<file path="src/rtl/lfsr_rr_ctrl.sv">
// Shares one 5-bit LFSR between two round-robin requesters. Each grant advances
// the LFSR STEPS times and returns the resulting value with a one-cycle ack.
module lfsr_rr_ctrl #(
  parameter int unsigned STEPS = 3
) (
  input  logic       clk,
  input  logic       rst_b,
  input  logic [1:0] req,
  input  logic       seed_ld,
  input  logic [4:0] seed,
  output logic [1:0] ack,
  output logic [4:0] data,
  output logic       busy
);

  localparam int unsigned LW = 5;
  localparam int unsigned CW = 5;

  typedef enum logic [1:0] {IDLE, STEP, DONE} state_t;

  state_t          state;
  logic [LW-1:0]   s;
  logic [LW-1:0]   s_nxt;
  logic [CW-1:0]   cnt;
  logic            last;
  logic            g;

  // One LFSR advance; the xor tap feeds s2
  always_comb begin
    s_nxt = {s[3], s[2], s[1] ^ s[4], s[0], s[4]};
  end

  always_ff @(posedge clk or negedge rst_b) begin
    if (!rst_b) begin
      state <= IDLE;
      s     <= '1;
      cnt   <= '0;
      last  <= 1'b1;
      g     <= 1'b0;
      ack   <= '0;
      data  <= '0;
      busy  <= 1'b0;
    end else begin
      case (state)
        IDLE: begin
          ack <= '0;
          if (seed_ld) begin
            // The all-zero state would lock the LFSR, so it maps to all-ones
            s <= (seed == '0) ? '1 : seed;
          end else if (req != 2'b00) begin
            if (req == 2'b01)      g <= 1'b0;
            else if (req == 2'b10) g <= 1'b1;
            else                   g <= ~last;
            cnt   <= CW'(STEPS - 1);
            state <= STEP;
            busy  <= 1'b1;
          end
        end
        STEP: begin
          s <= s_nxt;
          if (cnt == '0) begin
            state <= DONE;
            data  <= s_nxt;
            ack   <= g ? 2'b10 : 2'b01;
            last  <= g;
          end else begin
            cnt <= cnt - CW'(1);
          end
        end
        DONE: begin
          ack   <= '0;
          state <= IDLE;
          busy  <= 1'b0;
        end
        default: begin
          ack   <= '0;
          state <= IDLE;
          busy  <= 1'b0;
        end
      endcase
    end
  end

endmodule

</file>
<file path="config.mk">
export PLATFORM = sky130hd
export DESIGN_NAME = lfsr_rr_ctrl
export DESIGN_NICKNAME = d
export VERILOG_FILES = /design/src/rtl/lfsr_rr_ctrl.sv
export SDC_FILE = /design/constraint.sdc
export NUM_CORES = 1
export LEC_CHECK = 0
export BUFFER_PORTS_ARGS = -buffer_cell sky130_fd_sc_hd__buf_2
export CAP_MARGIN = 20
export CELL_PAD_IN_SITES_DETAIL_PLACEMENT = 1
export CELL_PAD_IN_SITES_GLOBAL_PLACEMENT = 1
export CORE_ASPECT_RATIO = 1.25
export CORE_MARGIN = 2
export CORE_UTILIZATION = 45
export DETAILED_ROUTE_END_ITERATION = 10
export PLACE_DENSITY = 0.87
export SLEW_MARGIN = 25
export SYNTH_ARGS = -nofsm -noshare
export SYNTH_HDL_FRONTEND = slang
export SYNTH_SLANG_ARGS = --single-unit
</file>
<file path="constraint.sdc">
create_clock -name clk -period 4.11 [get_ports clk]
set_input_delay 1.233 -clock clk [delete_from_list [all_inputs] [get_ports clk]]
set_output_delay 1.233 -clock clk [all_outputs]
set_load 0.02 [all_outputs]
</file>
==> flow_metrics.env <==
export IMPL_start_util_pct=47.9
export IMPL_num_vias=794
export IMPL_hold_buffers=0
export IMPL_p_leak_nw=0.562
export IMPL_hold_viol=0
export IMPL_synth_nets=105
export IMPL_setup_viol=0
export IMPL_htree_levels=1
export IMPL_antenna_found_initial=0
export IMPL_final_cell_count_no_fill=145
export IMPL_grt_pass1_vias=858
export IMPL_diodes=0
export IMPL_cts_resized=0
export IMPL_ir_drop_uv=491
export IMPL_wl_per_cell_um=16.0
export IMPL_ys_warn_count=0
export IMPL_startpoint_type="flip-flop"
export IMPL_synth_edf_count=0
export IMPL_cts_setup_buffers=0
export IMPL_synthFlopType="dfrtp_1"
export IMPL_finalWorstSetupSlack_ns=1.98
export IMPL_crit_type="reg -> out"
export IMPL_status="finished, final reports clean"
export IMPL_fin_skew_ns=0.0108
export IMPL_antenna_left=0
export IMPL_clk_latency_ns=0.32
export IMPL_yosysTopAreaCellShare_pct=37.8
export IMPL_core_sq_um=2210
export IMPL_fin_crit_sh_pct=51.9
export IMPL_die_h_um=58.3
export IMPL_viasPerCell=5.48
export IMPL_final_cell_mix="buf_2 (17), dfrtp_1 (16), nand2_1 (10)"
export IMPL_crit_fanout=2
export IMPL_nFillCells=253
export IMPL_cpMaxStageDelayCell="dfrtp_1"
export IMPL_io_pins=18
export IMPL_cts_buffers=3
export IMPL_root_buffer="clkbuf_4"
export IMPL_dp_cells=141
export IMPL_end_kind="output port"
export IMPL_rsz0062_at_grt="false"
export IMPL_final_common_cell="buf_2"
export IMPL_clock_fmax_ghz=0.468
export IMPL_cts_tree="yes"
export IMPL_slew_violations=0
export IMPL_post_route_util_pct=55.0
export IMPL_crit_family="flip-flops"
export IMPL_grtUsageTotal_pct=20.5
export IMPL_grt_overflow=0
export IMPL_die_x_um=47.4
export IMPL_rows=19
export IMPL_port_buffers=17
export IMPL_async_flop_share_pct=100
export IMPL_clock_sinks=22
export IMPL_avgSynthCellArea_sq_um=11.3
export IMPL_multi_input_area_sq_um=470
export IMPL_clk_path_buf_depth=2
export IMPL_place_ws_ns=1.76
export IMPL_yosysTopAreaCell="dfrtp_1"
export IMPL_area_growth_pct=14.6
export IMPL_path_cells="buf_2"
export IMPL_ys_seq_elements=22
export IMPL_cp_slowest_stage_delay_ns=0.42
export IMPL_cellPowerDensity_nw_per_um2=824
export IMPL_drtIter0Drc=7
export IMPL_grt_max_degree=23
export IMPL_fin_nets=126
export IMPL_period_needed_ns=2.13
export IMPL_clk_pin_slew_ns=0.12
export IMPL_synth_area_leaders="dfrtp_1 (38%), dfstp_2 (15%), mux2_4 (8.5%)"
export IMPL_hold_path_class="reg -> reg"
export IMPL_dp_hpwl_um=1780
export IMPL_syn_area_sq_um=1060
export IMPL_synthDistinctLibCells=31
export IMPL_ys_seq_area_share_pct=52.7
export IMPL_drv_cap=0
export IMPL_wirelength_um=2330
export IMPL_drc=0
export IMPL_grt_pass1_wl_um=4020
export IMPL_cp_buffers_inverters=1
export IMPL_fin_tns_setup_ns=0
export IMPL_max_slew_margin_pct=51.7
export IMPL_dieArea_sq_um=2760
export IMPL_register_area_sq_um=558
export IMPL_final_layout_size_suffix_gt1_share_pct=33.3
export IMPL_first_pass_iters=4
export IMPL_crit_arrival_ns=0.90
export IMPL_gp_congestion=0.797
export IMPL_synthCells=94
export IMPL_worstMarginPinSlew_ns=0.723
export IMPL_crit_required_ns=2.88
logic make-up (layout without fill, tap and decap cells):
logic type,after synthesis,in the layout,share of synthesized area [%]
xor+xnor,1,1,0.827
fa+ha+maj,1,1,1.18
compound gates,25,25,16.3
mux,6,6,8.50
simple gates,31,31,17.6
flops,22,22,52.7
buf+inv,8,28,2.95
power breakdown:
part           internal, mW  switching [mW]  leakage, nW  total, mW
clock network        0.0542          0.0662       0.0210      0.120
registers             0.340          0.0851        0.259      0.425
logic                 0.202           0.254        0.282      0.456
per-stage QoR:
step / hold slack, ns / total power [mW] / area, sq um
4_1_cts: 0.499 / 1.01 / 1210
2_1_floorplan: 0.457 / 0.755 / 1060
6_report: 0.495 / 1.00 / 1210
3_3_place_gp: 0.467 / 0.857 / 1180
5_1_grt: 0.521 / 1.09 / 1210
3_5_place_dp: 0.481 / 0.893 / 1180
state kept, by name (all words and copies together) (netlist names):
register  cells
cnt           5
state         2
s             5
last          1
ack           2
g             1
data          5
busy          1
final timing paths:
kind,startpoint,endpoint,slack (ns),cells past startpoint
setup / recovery,data[0],data[0],1.98,1
hold / removal,s[1],s[1],0.50,2
setup reg to reg,state[1],data[1],2.37,3
hold reg to reg,s[1],s[1],0.50,2
max in group asynchronous,rst_b,s[0],2.89,1
min in group asynchronous,rst_b,cnt[4],0.86,1
layer usage:
layer  part of all wire [%]  GRT usage [%]  wire, um  up-vias
met3                    2.0           1.87        47        5
li1                       -              -         -      382
met5                      0              0         0        -
met1                     40           25.8       941      394
met2                     55           34.2      1280       13
met4                    2.4           9.52        55        0
cell usage after synthesis, types with 2 or more instances:
master and number:
o21ai_0 5, nand3_1 2, o31ai_1 4, nand2_1 10
a21oi_1 3, dfstp_2 6, dfrtp_1 16, mux2_4 6
nor3_1 2, nand2b_1 3, or3_1 2, a211oi_1 4
o21a_1 2, nor2_1 6, inv_1 7
layout make-up:
type | count | area share, %
clock buffers | 4 | 2.99
flip-flops and latches | 22 | 45.9
inverters | 7 | 2.16
repair buffers | 17 | 7.00
multi-input cells | 64 | 38.7
well taps | 31 | 3.19
(Power assumes the default switching activity.)
